--- config.mk ---
export PLATFORM = sky130hd
export DESIGN_NAME = ecc_err_monitor
export DESIGN_NICKNAME = d
export VERILOG_FILES = /design/src/rtl/ecc_err_monitor.sv
export SDC_FILE = /design/constraint.sdc
export NUM_CORES = 1
export LEC_CHECK = 0
export CAP_MARGIN = 20
export CORE_MARGIN = 3
export CORE_UTILIZATION = 43
export DETAILED_ROUTE_END_ITERATION = 16
export MAX_ROUTING_LAYER = met4
export PLACE_DENSITY = 0.76
export SYNTH_ARGS = -nofsm -noshare
export SYNTH_HDL_FRONTEND = slang
export SYNTH_SLANG_ARGS = --single-unit
--- constraint.sdc ---
create_clock -name clk -period 2.2 [get_ports clk]
set_input_delay 0.22 -clock clk [delete_from_list [all_inputs] [get_ports clk]]
set_output_delay 0.22 -clock clk [all_outputs]
set_load 0.02 [all_outputs]
--- src/rtl/ecc_err_monitor.sv ---
// rtl/ecc_err_monitor.sv - SEC-DED result monitor: 2-entry poison-tagged queue, error counters, first-error log, irq
// Optional: define ECC_MON_SGL_IRQ_EN to also raise irq once sgl_cnt reaches SGL_THRESH.
module ecc_err_monitor #(
  parameter int unsigned      CNT_W      = 16,
  parameter int unsigned      ADDR_W     = 16,
  parameter logic [CNT_W-1:0] SGL_THRESH = CNT_W'(8)
) (
  input  logic              clk,
  input  logic              rst,
  input  logic              in_valid,
  output logic              in_ready,
  input  logic [ADDR_W-1:0] in_addr,
  input  logic [38:0]       in_data,
  input  logic [6:0]        in_syn,
  input  logic              in_err,
  input  logic              in_sgl,
  input  logic              in_dbl,
  output logic              out_valid,
  input  logic              out_ready,
  output logic [31:0]       out_data,
  output logic              out_poison,
  output logic [CNT_W-1:0]  sgl_cnt,
  output logic [CNT_W-1:0]  dbl_cnt,
  output logic              log_valid,
  output logic [ADDR_W-1:0] log_addr,
  output logic [6:0]        log_syn,
  output logic              log_dbl,
  output logic              log_ovf,
  input  logic              clr,
  output logic              irq
);

  typedef enum logic [1:0] {EMPTY, HOLD_SGL, HOLD_DBL} log_state_e;

`ifdef ECC_MON_SGL_IRQ_EN
  localparam bit SglIrqEn = 1'b1;
`else
  localparam bit SglIrqEn = 1'b0;
`endif
  localparam logic [CNT_W-1:0] CntMax = '1;

  logic [1:0]        count_q, count_d, cnt_after_pop;
  logic [32:0]       ent0_q, ent0_d, ent1_q, ent1_d;
  logic              in_ready_q, out_valid_q;
  logic              acc, pop, sgl_ev, dbl_ev;
  logic [CNT_W-1:0]  sgl_cnt_q, sgl_cnt_d, dbl_cnt_q, dbl_cnt_d;
  log_state_e        state_q, state_d, state_base;
  logic [ADDR_W-1:0] log_addr_q, log_addr_d;
  logic [6:0]        log_syn_q, log_syn_d;
  logic              log_dbl_q, log_dbl_d, log_ovf_q, log_ovf_d, log_valid_q;
  logic              irq_q, irq_d;
  logic              unused_in;

  assign unused_in = ^{in_data[38:32], in_err};

  assign acc    = in_valid & in_ready_q;
  assign pop    = out_valid_q & out_ready;
  assign dbl_ev = acc & in_dbl;
  assign sgl_ev = acc & in_sgl & ~in_dbl;

  // Entry 0 is always the head, so out_data/out_poison come straight from a register.
  always_comb begin
    ent0_d        = ent0_q;
    ent1_d        = ent1_q;
    cnt_after_pop = count_q - {1'b0, pop};
    if (pop) ent0_d = ent1_q;
    if (acc) begin
      if (cnt_after_pop == 2'd0) ent0_d = {in_dbl, in_data[31:0]};
      else                       ent1_d = {in_dbl, in_data[31:0]};
    end
    count_d = cnt_after_pop + {1'b0, acc};
  end

  always_comb begin
    sgl_cnt_d = clr ? '0 : sgl_cnt_q;
    dbl_cnt_d = clr ? '0 : dbl_cnt_q;
    if (sgl_ev && sgl_cnt_d != CntMax) sgl_cnt_d = sgl_cnt_d + CNT_W'(1);
    if (dbl_ev && dbl_cnt_d != CntMax) dbl_cnt_d = dbl_cnt_d + CNT_W'(1);
  end

  // clr is folded in first so a coincident event lands on a freshly cleared log.
  always_comb begin
    state_base = clr ? EMPTY : state_q;
    state_d    = state_base;
    log_addr_d = clr ? '0 : log_addr_q;
    log_syn_d  = clr ? '0 : log_syn_q;
    log_dbl_d  = clr ? 1'b0 : log_dbl_q;
    log_ovf_d  = clr ? 1'b0 : log_ovf_q;
    if (sgl_ev || dbl_ev) begin
      unique case (state_base)
        EMPTY: begin
          log_addr_d = in_addr;
          log_syn_d  = in_syn;
          log_dbl_d  = dbl_ev;
          state_d    = dbl_ev ? HOLD_DBL : HOLD_SGL;
        end
        HOLD_SGL: begin
          log_ovf_d = 1'b1;
          if (dbl_ev) begin
            log_addr_d = in_addr;
            log_syn_d  = in_syn;
            log_dbl_d  = 1'b1;
            state_d    = HOLD_DBL;
          end
        end
        default: log_ovf_d = 1'b1;
      endcase
    end
    irq_d = ~clr & (irq_q | log_dbl_q | (SglIrqEn & (sgl_cnt_q >= SGL_THRESH)));
  end

  always_ff @(posedge clk) begin
    if (rst) state_q <= EMPTY;
    else     state_q <= state_d;
  end

  always_ff @(posedge clk) begin
    if (rst) begin
      count_q     <= '0;
      ent0_q      <= '0;
      ent1_q      <= '0;
      in_ready_q  <= 1'b1;
      out_valid_q <= 1'b0;
      sgl_cnt_q   <= '0;
      dbl_cnt_q   <= '0;
      log_addr_q  <= '0;
      log_syn_q   <= '0;
      log_dbl_q   <= 1'b0;
      log_ovf_q   <= 1'b0;
      log_valid_q <= 1'b0;
      irq_q       <= 1'b0;
    end else begin
      count_q     <= count_d;
      ent0_q      <= ent0_d;
      ent1_q      <= ent1_d;
      in_ready_q  <= (count_d < 2'd2);
      out_valid_q <= (count_d != 2'd0);
      sgl_cnt_q   <= sgl_cnt_d;
      dbl_cnt_q   <= dbl_cnt_d;
      log_addr_q  <= log_addr_d;
      log_syn_q   <= log_syn_d;
      log_dbl_q   <= log_dbl_d;
      log_ovf_q   <= log_ovf_d;
      log_valid_q <= (state_d != EMPTY);
      irq_q       <= irq_d;
    end
  end

  assign in_ready   = in_ready_q;
  assign out_valid  = out_valid_q;
  assign out_data   = ent0_q[31:0];
  assign out_poison = ent0_q[32];
  assign sgl_cnt    = sgl_cnt_q;
  assign dbl_cnt    = dbl_cnt_q;
  assign log_valid  = log_valid_q;
  assign log_addr   = log_addr_q;
  assign log_syn    = log_syn_q;
  assign log_dbl    = log_dbl_q;
  assign log_ovf    = log_ovf_q;
  assign irq        = irq_q;

endmodule

# Word level (Yosys, flattened, before mapping)
# Cells that the tools add are included.
[totals]
regBits = 131
in_bits = 70
output_inout_bits = 94
elab_cells = 67
[op_classes]
add_sub_neg = 4
n_lt_le_gt_ge = 1
eq_ne = 3
muxes = 27
bitwise = 10
n_reduce_logical = 8
[ops]
columns = ["cell", "count"]
rows = [
  ["2-to-1 mux 16 bit", 7],
  ["2-to-1 mux 33 bit", 3],
  ["adder 16 x 1 -> 16 bit (second input constant)", 2],
  ["inequality test 16 bit (second input constant)", 2],
  ["case mux 16 bit (2 select lines)", 1],
  ["2-to-1 mux 7 bit", 3],
  ["case mux 7 bit (2 select lines)", 1],
  ["2-to-1 mux 2 bit", 4],
  ["AND 1 bit", 6],
  ["2-to-1 mux 1 bit", 6],
  ["logical NOT 2 bit", 2],
  ["case mux 2 bit (2 select lines)", 1],
  ["nonzero test 2 bit", 2],
  ["inverter 1 bit", 3],
  ["adder 2 x 1 -> 2 bit", 1],
  ["== test 2 x 1 -> 1 bit (second input constant)", 1],
  ["logical AND 1 bit", 2],
  ["< comparator 2 bit (second input constant)", 1],
  ["case mux 1 bit (2 select lines)", 1],
  ["AND reduction 2 bit", 1],
  ["subtractor 2 x 1 -> 2 bit", 1],
  ["logical OR 1 bit", 1],
  ["bitwise OR 1 bit", 1],
]

# Longest topological paths before layout
[logic_depth]
ltp_word = 6
mapped_depth = 10
ltp_nobuf = 8

# Least setup slack after synthesis
# Ideal clock, no wire load.
[synth_path]
path_type = "register -> register"
from = "register out_valid_q, in the netlist out_valid"
to = "register ent0_q[15]"
setup_time_ns = 0.091
arrival_ns = 2.283
required_ns = 2.109
slack_ns = -0.174
stages_incl_launch_ff = 11
path_buffers = 3
synth_period_minus_slack_ns = 2.374
path_cell_list = "dfxtp_1 nand2_1 clkinv_1 clkbuf_1 ha_1 xnor2_1 nand3_1 clkbuf_1 clkbuf_1 nor2_1 a311oi_1"
[synth_between]
elab_chain_len = 5
word_cells_on_any_way = 6
classes_between = "add/sub (1); mux (3); bitwise (1); reduce/logical (1)"
[synth_lines]
columns = ["item", "line", "source"]
rows = [
  ["start: declaration", "44", "logic in_ready_q, out_valid_q;"],
  ["start signal: assignment", "137", "out_valid_q <= (count_d != 2'd0);"],
  ["AND 1 bit *", "57", "assign pop = out_valid_q & out_ready;"],
  ["subtractor 2 x 1 -> 2 bit", "65", "cnt_after_pop = count_q - {1'b0, pop};"],
  ["logical NOT 2 bit", "68", "if (cnt_after_pop == 2'd0) ent0_d = {in_dbl, in_data[31:0]};"],
  ["2-to-1 mux 33 bit", "68", ""],
  ["2-to-1 mux 33 bit *", "67", "if (acc) begin"],
  ["end signal: assignment", "134", "ent0_q <= ent0_d;"],
  ["end: declaration", "43", "logic [32:0] ent0_q, ent0_d, ent1_q, ent1_d;"],
]
# Every way passes the cells marked *; elsewhere a longest branch is shown, timed or not.
# A chain may end at the register's enable or synchronous reset.

# Final worst setup path
[layout_path]
from = "register sgl_cnt_q[0], in the netlist sgl_cnt[0]"
to = "register sgl_cnt_q[9], in the netlist sgl_cnt[9]"
[layout_between]
elab_chain_len = 4
word_cells_on_any_way = 5
classes_between = "add/sub (1); eq/ne (1); mux (2); reduce/logical (1)"
[layout_lines]
columns = ["item", "line", "source"]
rows = [
  ["start: declaration", "46", "logic [CNT_W-1:0] sgl_cnt_q, sgl_cnt_d, dbl_cnt_q, dbl_cnt_d;"],
  ["start signal: assignment", "138", "sgl_cnt_q <= sgl_cnt_d;"],
  ["2-to-1 mux 16 bit *", "75", "sgl_cnt_d = clr ? '0 : sgl_cnt_q;"],
  ["parallel branches: the longest is 2 deep, another holds adder 16 x 1 -> 16 bit", "n/a", ""],
  ["2-to-1 mux 16 bit *", "77", "if (sgl_ev && sgl_cnt_d != CntMax) sgl_cnt_d = sgl_cnt_d + CNT_W'(1);"],
]
# Mark *: on every way between the ends.

==> results.sh <==
export IMPL_outcome="complete, no violations"
export IMPL_rows=40
export IMPL_grt_pass1_vias=5226
export IMPL_cp_required_ps=2560
export IMPL_core_area_um2=12260
export IMPL_power_density_nw_per_um2=1113
export IMPL_place_hpwl_um=10720
export IMPL_grt_pass1_wl_um=25340
export IMPL_dpl_cell_area_um2=7466
export IMPL_grt_total_usage=0.2233
export IMPL_drt_total_wl_um=15380
export IMPL_drt_iter0_markers=537
export IMPL_async_reset_ff_frac=0
export IMPL_gp_congestion=0.9612
export IMPL_final_area_um2=8134
export IMPL_clock_sinks=131
export IMPL_end_kind="register"
export IMPL_area_delta_synth_final_pct=48.29
export IMPL_hold_path_class="in2reg"
export IMPL_drc=0
export IMPL_grt_ovfl_total=0
export IMPL_slowest_delay_ps=370
export IMPL_synthesis_nets=746
export IMPL_synth_edf_count=0
export IMPL_ioPinCount=164
export IMPL_syn_inst=672
export IMPL_fillCellCount=959
export IMPL_initial_core_util=0.4473
export IMPL_path_class="reg2reg"
export IMPL_nNetsFinal=917
export IMPL_crit_family="simple AND/OR/NAND/NOR gates"
export IMPL_reg2regPathDepth=9
export IMPL_yosys_warnings=0
export IMPL_worstMarginPinSlew_ps=1079
export IMPL_relSlewSlack=0.2806
export IMPL_startpoint_type="register"
export IMPL_cp_depth=9
export IMPL_antenna_cells=0
export IMPL_post_cts_buffers=0
export IMPL_root_buffer="clkbuf_16"
export IMPL_die_w_um=118.9
export IMPL_maxCapViolations=0
export IMPL_ys_flop_type="dfxtp_1"
export IMPL_port_buffers=155
export IMPL_p_leak_uw=0.003043
export IMPL_place_inst=992
export IMPL_avgSynthCellArea_um2=8.163
export IMPL_die_h_um=118.9
export IMPL_dieArea_um2=14150
export IMPL_cts_tree="yes"
export IMPL_path_cells="nor2b_1 > ha_1 > and3_1 > and2_0 > a211oi_4 > buf_4 > buf_4 > a211o_1 > nand2_1"
export IMPL_crit_arrival_ps=2400
export IMPL_ys_ff_latch=131
export IMPL_hold_violations=0
export IMPL_worst_ir_drop_vdd_v=0.0005963
export IMPL_clock_fmax_ghz=0.4889
export IMPL_synth_cell_type_count=50
export IMPL_antenna_left=0
export IMPL_clock_latency_ps=410
export IMPL_critPathMostFrequentCell="buf_4"
export IMPL_post_route_period_util=0.9298
export IMPL_skew_ps=6.782
export IMPL_cts_inserted_buffers=17
export IMPL_rsz0062_at_grt="false"
export IMPL_firstDrtPassIters=5
export IMPL_holdWs_ps=119.3
export IMPL_final_util=0.6634
export IMPL_cts_buffer_depth=2
export IMPL_vias=5440
export IMPL_hold_depth=2
export IMPL_grt_max_degree=79
export IMPL_cp_max_fo=8
export IMPL_netlist_area_um2=5485
export IMPL_h_tree_depth=4
export IMPL_setup_violations=0
export IMPL_stdcell_count=1024
export IMPL_final_period_minus_worst_setup_slack_ps=2046
export IMPL_drv_slew=0
export IMPL_antenna_found_initial=0
export IMPL_crit_buf_inv=2
export IMPL_detail_route_wl_per_cell_um=15.02
export IMPL_via_per_inst=5.313
export IMPL_cp_slowest_cell="dfxtp_1"
export IMPL_power_total_uw=9051
export IMPL_clk_pin_slew_ps=50
export IMPL_final_layout_size_suffix_gt1_frac=0.1028
export IMPL_ys_seq_area_frac=0.4781
-- synthesized netlist by cell type (3+ instances only) --
| library cell | number | share of area |
|---|---|---|
| a21oi_1 | 45 | 0.041 |
| a22oi_1 | 23 | 0.031 |
| a311oi_1 | 33 | 0.053 |
| and3_1 | 4 | 0.0046 |
| and4b_1 | 3 | 0.0055 |
| buf_2 | 3 | 0.0027 |
| clkbuf_1 | 40 | 0.027 |
| dfxtp_1 | 131 | 0.48 |
| ha_1 | 4 | 0.0091 |
| inv_1 | 7 | 0.0048 |
| nand2_1 | 158 | 0.11 |
| nand2b_1 | 6 | 0.0068 |
| nand3_1 | 9 | 0.0082 |
| nand4_1 | 5 | 0.0057 |
| nand4b_1 | 5 | 0.0080 |
| nor2_1 | 104 | 0.071 |
| nor2b_1 | 11 | 0.013 |
| nor3_1 | 7 | 0.0064 |
| nor4_1 | 4 | 0.0046 |
| o2111ai_1 | 3 | 0.0048 |
| o21ai_0 | 4 | 0.0036 |
| or3_1 | 3 | 0.0034 |
| xnor2_1 | 22 | 0.035 |
| xor2_1 | 3 | 0.0048 |
-- state kept, by name (all words and copies together), names as in the netlist --
signal,flops
sgl_cnt,16
irq,1
ent1_q,33
out_valid,1
log_addr,16
log_dbl,1
in_ready,1
count_q,2
log_syn,7
log_valid,1
state_q,2
dbl_cnt,16
log_ovf,1
ent0_q,33
-- power by group --
| part | total, µW | internal [µW] | leakage [µW] | switching [µW] |
|---|---|---|---|---|
| Clock | 3120 | 2080 | 0.000319 | 1040 |
| Sequential | 3100 | 2850 | 0.00107 | 258 |
| Combinational | 2830 | 1230 | 0.00166 | 1590 |
-- per-layer routing --
metal  vias to the layer above  wire length [µm]  GRT usage
met1                      2542              6668     0.2832
met5                         -                 0          -
met4                         0               325    0.09269
met2                       228              7369     0.3439
li1                       2640                 -          -
met3                        30              1015    0.05223
-- worst paths after layout --
check	start	endpoint	slack (ps)
max reg2reg	sgl_cnt[0]$_SDFF_PP0_	sgl_cnt[9]$_SDFF_PP0_	150
min reg2reg	ent1_q[32]$_SDFFE_PP0P_	ent1_q[32]$_SDFFE_PP0P_	450
max	sgl_cnt[0]$_SDFF_PP0_	sgl_cnt[9]$_SDFF_PP0_	150
min	rst	sgl_cnt[14]$_SDFF_PP0_	120
-- metrics by stage --
stage / worst slack [ps] / TNS [ps]
finish: 154.4 / 0
floorplan: 38.92 / 0
global route: 10.08 / 0
global placement: -218.8 / -2866
detailed placement: -269.4 / -5359
CTS: 129.3 / 0
-- cell type report --
cell class / instances / area [µm²] / area share
Sequential cell: 131 / 2623 / 0.3224
Inverter: 9 / 33.78 / 0.004153
Clock inverter: 11 / 197.7 / 0.02430
Tap cell: 168 / 210.2 / 0.02584
Timing Repair Buffer: 198 / 1937 / 0.2381
Multi-Input combinational cell: 486 / 2673 / 0.3286
Clock buffer: 21 / 460.4 / 0.05661
-- cells by family (layout without fill, tap and decap cells) --
family / count (synthesis) / after routing / share of synthesized area
buffers and inverters: 55 / 239 / 0.03969
xor gates and xnor gates: 25 / 25 / 0.03992
adders and majority gates: 4 / 4 / 0.009124
AOI/OAI and AO/OA: 124 / 124 / 0.1592
and+or+nand+nor: 330 / 330 / 0.2682
DFF: 131 / 131 / 0.4781
muxes: 3 / 3 / 0.005703
-- what timing repair did --
item	4_1_cts	5_1_grt
hold endpoints to repair	0	0
hold buffers	0	0
resized for setup	0	2
setup endpoints to repair	0	4
-- layout by cell type, fill, tap and decap left out, drive strengths merged, types with 6 or more instances in the layout --
cell,count
clkbuf,21
clkdlybuf4s50,153
buf,44
a21oi,45
xnor2,22
nand3,9
a311oi,33
nand2,158
dfxtp,131
nand2b,6
nor3,7
a22oi,23
nor2b,11
nor2,104
inv,10
No activity file was read; power rests on OpenSTA's default activity.
